==> src/rtl/mem_access_ctrl.sv <==
// Memory-stage load/store controller: req/ack master toward a variable-latency data memory.
// Optional MEM_TIMEOUT_EN aborts a request that is not acknowledged within TIMEOUT_CYC cycles.
module mem_access_ctrl #(
    parameter int ADDR_W      = 32,
    parameter int TIMEOUT_CYC = 16
) (
    input  logic              clk,
    input  logic              rst,
    input  logic [2:0]        load_sel_M,
    input  logic [2:0]        store_sel_M,
    input  logic [ADDR_W-1:0] addr_M,
    input  logic [31:0]       wdata_M,
    input  logic              flush_M,
    input  logic [31:0]       mem_rdata,
    input  logic              mem_ack,
    output logic              mem_req,
    output logic              mem_rnw,
    output logic [ADDR_W-1:0] mem_addr,
    output logic [3:0]        mem_be,
    output logic [31:0]       mem_wdata,
    output logic [31:0]       load_data_M,
    output logic              stall_M,
    output logic              err_illegal,
    output logic              err_misalign,
    output logic              err_timeout
);

    localparam logic [2:0] SEL_NONE = 3'b111;

    typedef enum logic [1:0] {IDLE, BUSY, DONE} state_t;
    state_t state;

    logic        load_act, store_act;
    logic        is_illegal, is_access, is_misalign;
    logic [1:0]  size;
    logic [3:0]  be_next;
    logic [31:0] wdata_next;
    logic [2:0]  ld_sel_q;
    logic [1:0]  off_q;
    logic [7:0]  rd_byte;
    logic [15:0] rd_half;
    logic [31:0] load_ext;

`ifdef MEM_TIMEOUT_EN
    localparam int CNT_W = (TIMEOUT_CYC > 1) ? $clog2(TIMEOUT_CYC) : 1;
    localparam logic [CNT_W-1:0] CNT_LAST = CNT_W'(TIMEOUT_CYC - 1);
    logic [CNT_W-1:0] wait_cnt;
`endif

    always_comb begin
        // NOTE: every output of this block is given a value before any branch, so no latch is inferred.
        be_next    = 4'b1111;
        wdata_next = wdata_M;
        load_act   = (load_sel_M != SEL_NONE);
        store_act  = (store_sel_M != SEL_NONE);
        size       = load_act ? load_sel_M[1:0] : store_sel_M[1:0];
        is_illegal = !flush_M && ((load_act && store_act)
                   || (load_act && !(load_sel_M inside {3'b000, 3'b001, 3'b010, 3'b100, 3'b101}))
                   || (store_act && !(store_sel_M inside {3'b000, 3'b001, 3'b010})));
        is_access  = !flush_M && !is_illegal && (load_act || store_act);
        is_misalign = ((size == 2'b01) && addr_M[0])
                   || ((size == 2'b10) && (addr_M[1:0] != 2'b00));
        case (size)
            2'b00: begin
                be_next    = 4'b0001 << addr_M[1:0];
                wdata_next = {4{wdata_M[7:0]}};
            end
            2'b01: begin
                be_next    = 4'b0011 << {addr_M[1], 1'b0};
                wdata_next = {2{wdata_M[15:0]}};
            end
            default: ;
        endcase
    end

    // Stores are recorded with ld_sel_q = none so their completion yields zero load data.
    always_comb begin
        rd_byte = mem_rdata[{off_q, 3'b000} +: 8];
        rd_half = off_q[1] ? mem_rdata[31:16] : mem_rdata[15:0];
        case (ld_sel_q)
            3'b000:  load_ext = {{24{rd_byte[7]}}, rd_byte};
            3'b100:  load_ext = {24'b0, rd_byte};
            3'b001:  load_ext = {{16{rd_half[15]}}, rd_half};
            3'b101:  load_ext = {16'b0, rd_half};
            3'b010:  load_ext = mem_rdata;
            default: load_ext = '0;
        endcase
    end

    assign stall_M = !rst && ((state == BUSY) || ((state == IDLE) && (is_access || is_illegal)));

`ifndef MEM_TIMEOUT_EN
    assign err_timeout = 1'b0;
`endif

    always_ff @(posedge clk or posedge rst) begin
        if (rst) begin
            state        <= IDLE;
            mem_req      <= 1'b0;
            mem_rnw      <= 1'b1;
            mem_addr     <= '0;
            mem_be       <= '0;
            mem_wdata    <= '0;
            load_data_M  <= '0;
            err_illegal  <= 1'b0;
            err_misalign <= 1'b0;
            ld_sel_q     <= SEL_NONE;
            off_q        <= '0;
`ifdef MEM_TIMEOUT_EN
            err_timeout  <= 1'b0;
            wait_cnt     <= '0;
`endif
        end else begin
            // NOTE: non-blocking assignments so every register samples pre-edge values.
            case (state)
                IDLE: begin
                    if (is_illegal) begin
                        err_illegal <= 1'b1;
                        load_data_M <= '0;
                        state       <= DONE;
                    end else if (is_access && is_misalign) begin
                        err_misalign <= 1'b1;
                        load_data_M  <= '0;
                        state        <= DONE;
                    end else if (is_access) begin
                        mem_req   <= 1'b1;
                        mem_rnw   <= load_act;
                        mem_addr  <= {addr_M[ADDR_W-1:2], 2'b00};
                        mem_be    <= be_next;
                        mem_wdata <= store_act ? wdata_next : '0;
                        ld_sel_q  <= load_act ? load_sel_M : SEL_NONE;
                        off_q     <= addr_M[1:0];
`ifdef MEM_TIMEOUT_EN
                        wait_cnt  <= '0;
`endif
                        state     <= BUSY;
                    end
                end
                BUSY: begin
                    if (mem_ack) begin
                        mem_req     <= 1'b0;
                        load_data_M <= load_ext;
                        state       <= DONE;
                    end
`ifdef MEM_TIMEOUT_EN
                    else if (wait_cnt == CNT_LAST) begin
                        mem_req     <= 1'b0;
                        load_data_M <= '0;
                        err_timeout <= 1'b1;
                        state       <= DONE;
                    end else begin
                        wait_cnt <= wait_cnt + 1'b1;
                    end
`endif
                end
                DONE: begin
                    err_illegal  <= 1'b0;
                    err_misalign <= 1'b0;
`ifdef MEM_TIMEOUT_EN
                    err_timeout  <= 1'b0;
`endif
                    state        <= IDLE;
                end
                default: state <= IDLE;
            endcase
        end
    end

endmodule

==> config.mk <==
export PLATFORM = sky130hd
export DESIGN_NAME = mem_access_ctrl
export DESIGN_NICKNAME = d
export VERILOG_FILES = /design/src/rtl/mem_access_ctrl.sv
export SDC_FILE = /design/constraint.sdc
export NUM_CORES = 1
export LEC_CHECK = 0
export CAP_MARGIN = 20
export CELL_PAD_IN_SITES_DETAIL_PLACEMENT = 2
export CELL_PAD_IN_SITES_GLOBAL_PLACEMENT = 2
export CORE_ASPECT_RATIO = 0.75
export CORE_UTILIZATION = 29
export DETAILED_ROUTE_END_ITERATION = 10
export PLACE_DENSITY = 0.91
export SLEW_MARGIN = 20
export SYNTH_ARGS = -nofsm -noshare
export SYNTH_HDL_FRONTEND = slang
export SYNTH_SLANG_ARGS = --single-unit
==> constraint.sdc <==
create_clock -name clk -period 5.8 [get_ports clk]
set_clock_uncertainty 0.15 [all_clocks]
set_input_delay 1.16 -clock clk [delete_from_list [all_inputs] [get_ports clk]]
set_output_delay 1.16 -clock clk [all_outputs]
set_load 0.02 [all_outputs]
### Word level (Yosys, flattened, before mapping)

Cells that the tools add are included.

* eq/ne operators: 24
* shift-type cells: 3
* multiplexer cells: 26
* bitwise gates (word level): 2
* reduce and logical (&&, ||, !) cells: 38

Operators with widths (count)
* case mux 32 bit (5 select lines): 1
* 2-to-1 mux 32 bit: 4
* case mux 32 bit (2 select lines): 2
* variable part select 32 x 6 -> 8 bit: 1
* 2-to-1 mux 16 bit: 1
* equality test 3 bit (second input constant): 4
* logical AND 1 bit: 11
* 2-to-1 mux 2 bit: 5
* inequality test 2 bit (second input constant): 5
* equality test 3 x 1 -> 1 bit (second input constant): 3
* equality test 3 x 2 -> 1 bit (second input constant): 3
* logical NOT 3 bit: 3
* case mux 4 bit (2 select lines): 1
* 2-to-1 mux 1 bit: 7
* logical OR 1 bit: 6
* inequality test 3 bit (second input constant): 2
* case mux 1 bit (2 select lines): 3
* AND reduction 3 bit: 2
* nonzero test 2 bit: 3
* logical NOT 1 bit: 5
* AND reduction 5 bit: 1
* nonzero test 5 bit: 1
* equality test 2 x 1 -> 1 bit (second input constant): 2
* equality test 2 bit (second input constant): 2
* other kinds (12): 15

* flip-flop bits (word level): 109
* input port bits: 106
* output and inout bits: 106

### Logic depth before layout (Yosys ltp)

Gate-level depths: netlist of the first run.

* depth in word-level cells: 14
* gate-level depth with buffers: 8
* mapped depth without buffers: 5

### Worst setup path after synthesis of the first run

No wires, ideal clock.

* path type: input to output
* start: input load_sel_M[1]
* end: output stall_M
* data arrival time: 2.102 ns
* required time: 4.490 ns
* path slack: 2.388 ns
* stages on the path: 6
* path buffers: 1
* cells stage by stage: buf_2 -> nand3_1 -> nor2_1 -> nor2_1 -> nor2_1 -> nor3_1

* longest elaborated chain between the ends: 14

RTL lines
* start: declaration: RTL line 9 `input logic [2:0] load_sel_M,`
* equality test 3 x 1 -> 1 bit (tied with other cells): RTL line 58 `|| (load_act && !(load_sel_M inside {3'b000, 3'b001, 3'b010, 3'b100, 3'b101}))`
* nonzero test 5 bit: RTL line 58
* logical NOT 1 bit: RTL line 58
* logical AND 1 bit: RTL line 58
* logical OR 1 bit: RTL line 58
* logical OR 1 bit: RTL line 59 `|| (store_act && !(store_sel_M inside {3'b000, 3'b001, 3'b010})));`
* logical AND 1 bit: RTL line 57 `is_illegal = !flush_M && ((load_act && store_act)`
* logical NOT 1 bit: RTL line 60 `is_access = !flush_M && !is_illegal && (load_act || store_act);`
* logical AND 1 bit (2 in a row): RTL line 60
* logical OR 1 bit *: RTL line 90 `assign stall_M = !rst && ((state == BUSY) || ((state == IDLE) && (is_access || is_illegal)));`
* logical AND 1 bit *: RTL line 90
* logical OR 1 bit *: RTL line 90
* logical AND 1 bit *: RTL line 90
* end: declaration: RTL line 22 `output logic stall_M,`

Mark *: on every way between the ends. The rest lies on a longest branch, timed or not.

### Worst setup path after layout of the first run

* start: input load_sel_M[0]
* end: output stall_M

Same word-level chain as after synthesis.

==> run_results.csv, run 1 <==
group,metric,value,unit
worst_setup_path,crit_slowest_cell,"clkdlybuf4s50_1",
cells_and_area,layout-drive-gt1-share,13.8,%
global_route,grt_pass1_vias,5859,
floorplanning,initial_core_util,30.1,%
yosys,mappedNetlistArea,5670,um^2
hold_path,hold_end,"mem_addr[21]",
clock_tree,ctsHoldBuffers,0,
clock_tree,cts_tree,"built",
timing,timing.final.crit_period,4.70,ns
yosys,ys_async_sr_fraction,100,%
worst_setup_path,startpoint_type,"input port",
yosys,yosys.cell_types.count,51,
worst_setup_path,r2r-start,"off_q[1]",
timing,final-setup-viol-count,0,
global_route,grt_pass1_wl,34300,um
status,status,"finished clean",
clock_tree,clkLatencyLatePin,0.36,ns
yosys,synthCells,555,
yosys,yosys_warnings,0,
timing,rsz0062_at_grt,"false",
timing,drv_slew,0,
yosys,ys_ff_latch,109,
power_and_ir_drop,max-vdd-ir-drop,0.000202,V
power_and_ir_drop,power.density,405,nW/um^2
clock_tree,ctsResizeCount,0,
placement,dp_slack,1.07,ns
hold_path,hold_class,"reg2reg",
hold_path,hold_depth,1,
floorplanning,core,18800,um^2
floorplanning,die_area,20100,um^2
worst_setup_path,cp_cell_sequence,"clkdlybuf4s50_1 -> nand3_1 -> nor2_1 -> nor2_1 -> nor2_1 -> nor3_1 -> clkdlybuf4s50_1",
timing,tightest_slew,1.03,ns
yosys,synth-seq-area-share,48.2,%
clock_tree,postCtsSetupBuffers,0,
placement,gp_congestion,0.916,
detailed_routing,drcViolationCount,0,
floorplanning,ios,212,
timing,finalCritPeriodShare,81.0,%
global_route,gr-total-overflow,0,
global_route,grt_usage,22.8,%
clock_tree,cts_buffers,9,
floorplanning,die_h,123,um
floorplanning,num_rows,43,
worst_setup_path,crit_path_max_fanout,16,
power_and_ir_drop,p_leak,0.00346,uW
worst_setup_path,crit_path_end_kind,"output port",
worst_setup_path,cp_data_arrival_time,3.39,ns
clock_tree,root_buffer,"clkbuf_16",
detailed_routing,wl_per_cell,22.7,um
cells_and_area,layout_commonest_cell,"clkdlybuf4s50_1",
timing,tns,0,ns
cells_and_area,areaGrowthSynthToFinish,44.4,%
yosys,avgSynthCellArea,10.2,um^2
clock_tree,cts_sinks,109,
clock_tree,clk_pin_slew,0.08,ns
worst_setup_path,r2r_end,"load_data_M[24]",
yosys,synth_edf_count,0,
flow_run,drv_cap,0,
worst_setup_path,cp_common_cell,"nor2_1",
placement,io_buffers,208,
floorplanning,fp.dieW,163,um
placement,dp_hpwl,16700,um
worst_setup_path,critPathRequiredTime,4.49,ns
cells_and_area,fin_nets,845,
detailed_routing,via_per_inst,5.16,
worst_setup_path,reg2reg_depth,5,
detailed_routing,drtPass1Iterations,6,
detailed_routing,dr_total_vias,5120,
timing,fmax,213,MHz
worst_setup_path,rrSetupSlack,2.88,ns
timing,max-slew-margin-rel,31.5,%
worst_setup_path,critPathKind,"in2out",
detailed_routing,ant_nets,0,
global_route,antenna_found_initial,0,
hold_path,hp-start,"mem_addr[21]",
cells_and_area,final_cell_mix,"clkdlybuf4s50_1, dfrtp_1, nand2_1",
worst_setup_path,critPathBufInv,2,
clock_tree,h-tree-depth,3,
detailed_routing,drt-total-wl,22500,um
yosys,synth_top_flop_cell,"dfrtp_1",
worst_setup_path,cp_top_family,"buffers and inverters",
clock_tree,clock_path_buffers,2,
global_route,grt_max_degree,72,
timing,hold_viol,0,
detailed_routing,drt_iter0_drc,235,
timing,fin_ws,1.10,ns
worst_setup_path,cp_slowest_stage_delay,0.76,ns
metrics by stage:
step / instance area [um^2] / util, % / power (uW) / hold WS, ns / instances
global route: 8180 / 43.5 / 3470 / 0.386 / 991
floorplan: 5680 / - / 1940 / 0.346 / 557
finish: 8190 / 43.5 / 3310 / 0.362 / 992
CTS: 8180 / 43.5 / 3350 / 0.365 / 991
global placement: 7900 / 42.0 / 2620 / 0.337 / 975
detailed placement: 7900 / 42.0 / 2700 / 0.346 / 975
power breakdown:
| group | internal [uW] | switching (uW) | total (uW) |
|---|---|---|---|
| combinational | 715 | 758 | 1470 |
| clock | 300 | 320 | 620 |
| sequential | 1000 | 222 | 1220 |
| total | 2010 | 1300 | 3310 |
synth_stat cells, types with 2 or more instances:
master / n / share of area [%]
a32o_1: 2 / 0.35
nor2_1: 36 / 2.4
a21oi_1: 33 / 2.9
xnor2_1: 3 / 0.46
buf_4: 4 / 0.53
o32ai_1: 14 / 2.2
nand3b_1: 3 / 0.40
nand3_1: 11 / 0.97
nand2_1: 71 / 4.7
or2_2: 2 / 0.22
mux2i_1: 25 / 4.4
o32ai_2: 2 / 0.57
clkbuf_1: 18 / 1.2
nor3_1: 2 / 0.18
a221oi_1: 4 / 0.62
buf_6: 3 / 0.60
buf_2: 18 / 1.6
a311oi_1: 8 / 1.2
nand2b_1: 4 / 0.44
inv_1: 45 / 3.0
o31ai_1: 16 / 2.1
mux2_2: 63 / 13
a22oi_1: 4 / 0.53
dfstp_2: 4 / 1.9
o21ai_0: 20 / 1.8
a22o_1: 4 / 0.62
dfrtp_1: 105 / 46
a222oi_1: 3 / 0.53
o22ai_1: 2 / 0.22
nor2b_1: 5 / 0.55
kinds of logic after synthesis:
group,synth area share (%)
AND/OR/NAND/NOR,11.0
AO/OA/AOI/OAI,16.0
flip-flops,48.2
multiplexers,17.3
buffers and inverters,6.89
XOR/XNOR,0.464
other,0.0662
worst max-delay path by stage:
stage / endpoint / slack (ns) / startpoint / cells after the start
CTS: stall_M / 1.11 / load_sel_M[0] / 7
global placement: stall_M / 1.28 / store_sel_M[0] / 7
global route: stall_M / 0.98 / load_sel_M[0] / 7
detailed placement: mem_wdata[9] / 1.07 / load_sel_M[0] / 6
finish: stall_M / 1.10 / load_sel_M[0] / 7
floorplan: err_illegal / 1.62 / rst / 1
per-layer routing:
layer | routed length, um | part of all wire (%) | global-route usage (%)
met1 | 9520 | 42 | 27.8
met5 | 0 | 0 | 0
met2 | 10700 | 47 | 38.4
met4 | 333 | 1.5 | 5.61
met3 | 2000 | 8.9 | 7.88
registers in the layout, indices dropped and copies added, names as in the netlist, 2 cells and up:
signal,count
mem_be,4
mem_wdata,32
load_data_M,32
mem_addr,30
ld_sel_q,3
off_q,2
state,2
final cells by class:
| cell class | instances | area [um^2] |
|---|---|---|
| fillers | 1934 | 10600 |
| clock buffers | 9 | 225 |
| clock inverters | 7 | 58.8 |
| repair buffers | 214 | 2130 |
| inverters | 45 | 171 |
| multi-input cells | 360 | 2560 |
| diodes | 1 | 2.50 |
| well taps | 247 | 309 |
| flip-flops and latches | 109 | 2730 |
Power figures use the tool's default switching activity.
==> run 2: changes to the inputs <==
--- a/config.mk
+++ b/config.mk
@@ -9,9 +9,9 @@
 export CELL_PAD_IN_SITES_DETAIL_PLACEMENT = 2
 export CELL_PAD_IN_SITES_GLOBAL_PLACEMENT = 2
 export CORE_ASPECT_RATIO = 0.75
-export CORE_UTILIZATION = 29
+export CORE_UTILIZATION = 27
 export DETAILED_ROUTE_END_ITERATION = 10
-export PLACE_DENSITY = 0.91
+export PLACE_DENSITY = 0.86
 export SLEW_MARGIN = 20
 export SYNTH_ARGS = -nofsm -noshare
 export SYNTH_HDL_FRONTEND = slang
==> constraint.sdc (replaced) <==
create_clock -name clk -period 4.7 [get_ports clk]
set_clock_uncertainty 0.15 [all_clocks]
set_input_delay 0.94 -clock clk [delete_from_list [all_inputs] [get_ports clk]]
set_output_delay 0.94 -clock clk [all_outputs]
set_load 0.02 [all_outputs]
==> run_results.csv, run 2 (synthesized netlist as in run 1, its figures left out) <==
group,metric,value,unit
global_route,grt_pass1_vias,5896,
clock_tree,cts_tree,"built",
global_route,use_met2,35.6,%
cells_and_area,diodes,0,
power_and_ir_drop,max-vdd-ir-drop,0.000237,V
global_route,grt_pass1_wl,34000,um
global_route,grt_max_degree,59,
floorplanning,initial_core_util,27.8,%
placement,io_buffers,208,
global_route,use_met3,8.52,%
hold_path,hold_depth,1,
detailed_routing,wl_per_cell,21.3,um
cells_and_area,fin_nets,851,
worst_setup_path,critPathKind,"in2out",
timing,tns,0,ns
floorplanning,ios,212,
worst_setup_path,r2r-start,"off_q[1]",
worst_setup_path,reg2reg_depth,5,
floorplanning,die_h,127,um
global_route,top_usage_layer,"met2",
cells_and_area,fillCellCount,2206,
status,status,"finished clean",
clock_tree,postCtsSetupBuffers,0,
hold_path,hold_class,"reg2reg",
power_and_ir_drop,power.density,488,nW/um^2
worst_setup_path,crit_path_max_fanout,10,
cells_and_area,areaGrowthSynthToFinish,46.1,%
clock_tree,clk_pin_slew,0.08,ns
cells_and_area,largestRegisters,"load_data_M (32), mem_wdata (32), mem_addr (30)",
timing,drv_slew,0,
clock_tree,cts_sinks,109,
timing,tightest_slew,0.980,ns
flow_run,drv_cap,0,
detailed_routing,drt-total-wl,21900,um
timing,max-slew-margin-rel,34.7,%
detailed_routing,via_per_inst,4.94,
worst_setup_path,cp_cell_sequence,"clkdlybuf4s50_1 -> nand3_1 -> nor2_1 -> nor2_1 -> nor2_1 -> nor3_1 -> clkdlybuf4s50_1",
placement,gp_congestion,0.844,
timing,finalCritPeriodShare,84.0,%
detailed_routing,drtPass1Iterations,4,
cells_and_area,layout_commonest_cell,"clkdlybuf4s50_1",
clock_tree,ctsResizeCount,0,
clock_tree,ctsHoldBuffers,0,
timing,hold_slack,0.360,ns
clock_tree,cts_buffers,9,
timing,hold_viol,0,
worst_setup_path,cp_common_cell,"nor2_1",
cells_and_area,seqCellArea,2730,um^2
clock_tree,h-tree-depth,3,
detailed_routing,drcViolationCount,0,
worst_setup_path,cp_slowest_stage_delay,0.63,ns
cells_and_area,final_cell_mix,"clkdlybuf4s50_1, dfrtp_1, nand2_1",
worst_setup_path,critPathRequiredTime,3.61,ns
global_route,gr-total-overflow,0,
floorplanning,core,20400,um^2
worst_setup_path,cp_data_arrival_time,2.86,ns
worst_setup_path,crit_path_end_kind,"output port",
timing,fmax,253,MHz
worst_setup_path,r2r_end,"load_data_M[22]",
hold_path,hold_end,"mem_addr[16]",
timing,timing.final.crit_period,3.95,ns
worst_setup_path,crit_slowest_cell,"clkdlybuf4s50_1",
cells_and_area,layout-drive-gt1-share,14.4,%
detailed_routing,ant_nets,0,
clock_tree,root_buffer,"clkbuf_16",
timing,rsz0062_at_grt,"false",
global_route,grt_usage,20.8,%
cells_and_area,utilization,40.6,%
detailed_routing,dr_total_vias,5097,
cells_and_area,multi_input_area,2560,um^2
placement,dp_hpwl,16400,um
floorplanning,fp.dieW,169,um
hold_path,hp-start,"mem_addr[16]",
worst_setup_path,rrSetupSlack,1.75,ns
clock_tree,clock_path_buffers,2,
placement,dp.cells,1016,
floorplanning,num_rows,45,
global_route,grt.met1_usage,24.3,%
power_and_ir_drop,p_leak,0.00349,uW
clock_tree,clkLatencyLatePin,0.35,ns
global_route,antenna_found_initial,0,
detailed_routing,drt_iter0_drc,226,
cells_and_area,stdcell_count,1031,
worst_setup_path,startpoint_type,"input port",
timing,final-setup-viol-count,0,
floorplanning,die_area,21600,um^2
[run 2: changes by cell type in the layout (fill, tap and decap cells not counted), sizes merged]
cell,change
clkinvlp,-1
buf,+6
clkinv,-1
diode,-1
inv,+1
[run 2: worst max path at each step]
| stage | depth (start not counted) | to | start |
|---|---|---|---|
| 6_report | 7 | stall_M | load_sel_M[1] |
| 3_5_place_dp | 7 | stall_M | load_sel_M[1] |
| 2_1_floorplan | 1 | err_illegal | rst |
| 3_3_place_gp | 7 | stall_M | load_sel_M[1] |
| 5_1_grt | 7 | stall_M | load_sel_M[1] |
| 4_1_cts | 7 | stall_M | load_sel_M[1] |
[run 2: layout make-up]
cell class              count  share of cell area [%]
clock buffers               9                    2.72
clock inverters             6                   0.635
inverters                  45                    2.07
multi-input cells         360                    30.9
flip-flops and latches    109                    33.0
well taps                 282                    4.26
repair buffers            220                    26.4
[run 2: where the power goes]
part / leakage [uW] / internal (uW) / total (uW) / switching (uW)
clock: 0.000137 / 367 / 749 / 381
sequential: 0.00138 / 1230 / 1490 / 261
combinational: 0.00198 / 885 / 1800 / 914
[run 2: critical path, delay by kind of cell]
kind / cells / cell delay, ns
buffers and inverters: 2 / 1.21
and+or+nand+nor: 5 / 0.71
[run 2: metrics by stage]
step / power (uW) / setup slack [ns] / cell area, um^2
floorplan: 2390 / 0.743 / 5680
global placement: 3220 / 0.826 / 8000
detailed placement: 3310 / 0.736 / 8000
CTS: 4090 / 0.729 / 8280
global route: 4260 / 0.616 / 8280
finish: 4040 / 0.750 / 8280
[run 2: per-layer routing]
layer / wire (um) / part of all wire [%]
met1: 8910 / 41
met2: 10700 / 49
met3: 2120 / 9.7
met4: 218 / 0.99
met5: 0 / 0
==> run 3: changes to the inputs <==
--- a/config.mk
+++ b/config.mk
@@ -9,9 +9,9 @@
 export CELL_PAD_IN_SITES_DETAIL_PLACEMENT = 2
 export CELL_PAD_IN_SITES_GLOBAL_PLACEMENT = 2
 export CORE_ASPECT_RATIO = 0.75
-export CORE_UTILIZATION = 27
+export CORE_UTILIZATION = 24
 export DETAILED_ROUTE_END_ITERATION = 10
-export PLACE_DENSITY = 0.86
+export PLACE_DENSITY = 0.81
 export SLEW_MARGIN = 20
 export SYNTH_ARGS = -nofsm -noshare
 export SYNTH_HDL_FRONTEND = slang
==> constraint.sdc (replaced) <==
create_clock -name clk -period 3.2 [get_ports clk]
set_clock_uncertainty 0.15 [all_clocks]
set_input_delay 0.64 -clock clk [delete_from_list [all_inputs] [get_ports clk]]
set_output_delay 0.64 -clock clk [all_outputs]
set_load 0.02 [all_outputs]
==> run_results.csv, run 3 (synthesized netlist as in run 1, its figures left out) <==
group,metric,value,unit
global_route,grt_pass1_wl,32900,um
power_and_ir_drop,max-vdd-ir-drop,0.000308,V
clock_tree,clkLatencyLatePin,0.35,ns
timing,tightest_slew,0.723,ns
cells_and_area,utilization,37.0,%
cells_and_area,final_cell_mix,"clkdlybuf4s50_1, dfrtp_1, nand2_1",
global_route,top_usage_layer,"met2",
detailed_routing,via_per_inst,4.76,
detailed_routing,drtPass1Iterations,8,
cells_and_area,diodes,0,
worst_setup_path,cp_slowest_stage_delay,0.52,ns
timing,fin_ws,0.430,ns
clock_tree,h-tree-depth,3,
floorplanning,die_area,24200,um^2
detailed_routing,ant_nets,0,
global_route,grt_pass1_vias,5633,
clock_tree,postCtsSetupBuffers,0,
timing,hold_slack,0.362,ns
worst_setup_path,critPathBufInv,2,
floorplanning,initial_core_util,24.6,%
cells_and_area,fin_nets,870,
worst_setup_path,cp_top_family,"buffers and inverters",
worst_setup_path,startpoint_type,"input port",
timing,drv_slew,0,
worst_setup_path,crit_path_end_kind,"output port",
worst_setup_path,cp_common_cell,"nor2_1",
detailed_routing,wl_per_cell,19.7,um
worst_setup_path,cp_data_arrival_time,1.98,ns
timing,timing.final.crit_period,2.77,ns
detailed_routing,drt_iter0_drc,254,
cells_and_area,largestRegisters,"load_data_M (32), mem_wdata (32), mem_addr (30)",
timing,hold_viol,0,
worst_setup_path,crit_path_max_fanout,4,
worst_setup_path,critPathRequiredTime,2.41,ns
hold_path,hold_class,"reg2reg",
cells_and_area,layout_commonest_cell,"clkdlybuf4s50_1",
clock_tree,clock_path_buffers,2,
status,status,"finished with violations",
flow_run,drv_cap,0,
timing,max-slew-margin-rel,51.6,%
floorplanning,die_h,135,um
worst_setup_path,critPathKind,"in2out",
global_route,use_met2,27.6,%
power_and_ir_drop,p_leak,0.00362,uW
global_route,gr-total-overflow,0,
cells_and_area,areaGrowthSynthToFinish,50.6,%
floorplanning,ios,212,
clock_tree,root_buffer,"clkbuf_16",
power_and_ir_drop,power.density,709,nW/um^2
clock_tree,cts_buffers,9,
clock_tree,clk_pin_slew,0.08,ns
global_route,grt_usage,17.5,%
placement,gp_congestion,0.807,
global_route,grt_max_degree,110,
global_route,grt.met1_usage,23.7,%
placement,dp_slack,0.0441,ns
clock_tree,cts_tree,"built",
worst_setup_path,cp_cell_sequence,"clkdlybuf4s50_1 -> nand3_1 -> nor2_1 -> nor2_1 -> nor2_1 -> nor3_1 -> dlymetal6s2s_1",
timing,fmax,361,MHz
timing,rsz0062_at_grt,"false",
timing,finalCritPeriodShare,86.6,%
power_and_ir_drop,p_total,6050,uW
timing,tns,0,ns
floorplanning,fp.dieW,179,um
cells_and_area,layout-drive-gt1-share,16.6,%
timing,final-setup-viol-count,0,
detailed_routing,drcViolationCount,18,
global_route,use_met3,5.07,%
clock_tree,cts_sinks,109,
placement,dp_hpwl,15800,um
floorplanning,num_rows,48,
status,violations,"design-rule violations",
placement,io_buffers,208,
worst_setup_path,crit_slowest_cell,"clkdlybuf4s50_1",
detailed_routing,drt-total-wl,21000,um
global_route,antenna_found_initial,0,
floorplanning,core,23100,um^2
detailed_routing,dr_total_vias,5085,
-- run 3: cell types whose count changed in the layout (fill, tap and decap cells not counted), sizes merged --
cell	change
buf	+19
bufinv	+1
clkdlybuf4s50	-1
clkinvlp	+1
dlymetal6s2s	+1
inv	-1
-- run 3: repair_timing --
action,in CTS,in global routing
hold buffers,0,0
setup endpoints to repair,0,1
gates resized for setup,0,1
-- run 3: metrics by stage --
step	std cells	area, um^2
after floorplan	557	5680
after global placement	1053	8220
after detailed placement	1053	8220
after CTS	1069	8530
after global routing	1069	8530
final	1069	8530
-- run 3: worst paths after layout --
kind | start | endpoint | slack [ns] | depth (start not counted)
worst max-delay path | load_sel_M[0] | stall_M | 0.43 | 7
worst min register to register | mem_wdata[26] | mem_wdata[26] | 0.36 | 1
min in group asynchronous | rst | mem_wdata[31] | 0.71 | 3
worst min-delay path | mem_wdata[26] | mem_wdata[26] | 0.36 | 1
worst max register to register | ld_sel_q[0] | load_data_M[1] | 0.76 | 5
max in group asynchronous | rst | mem_addr[15] | 1.69 | 3
-- run 3: routing by layer --
layer  routed length, um  share of wire, %
met1                9800                47
met2                9630                46
met3                1380               6.6
met4                 225               1.1
met5                   0                 0
-- run 3: layout make-up --
class,count,area [um^2]
fill,2508,14500
sequential,109,2730
multi-input combinational,360,2560
timing repair buffer,239,2380
tap,300,375
clock buffer,9,225
inverter,45,173
clock inverter,7,87.6
-- run 3: report_power, final --
group / internal [uW] / switching (uW)
sequential: 1810 / 316
combinational: 1340 / 1370
clock: 629 / 589
total: 3780 / 2270
-- run 3: worst reg2reg max path: stages (launching register included) --
cell and delay [ns]:
dfstp_2 0.83, nand2b_1 0.46, mux2i_1 0.34, nor2_1 0.07
a221oi_1 0.34, o32ai_2 0.12
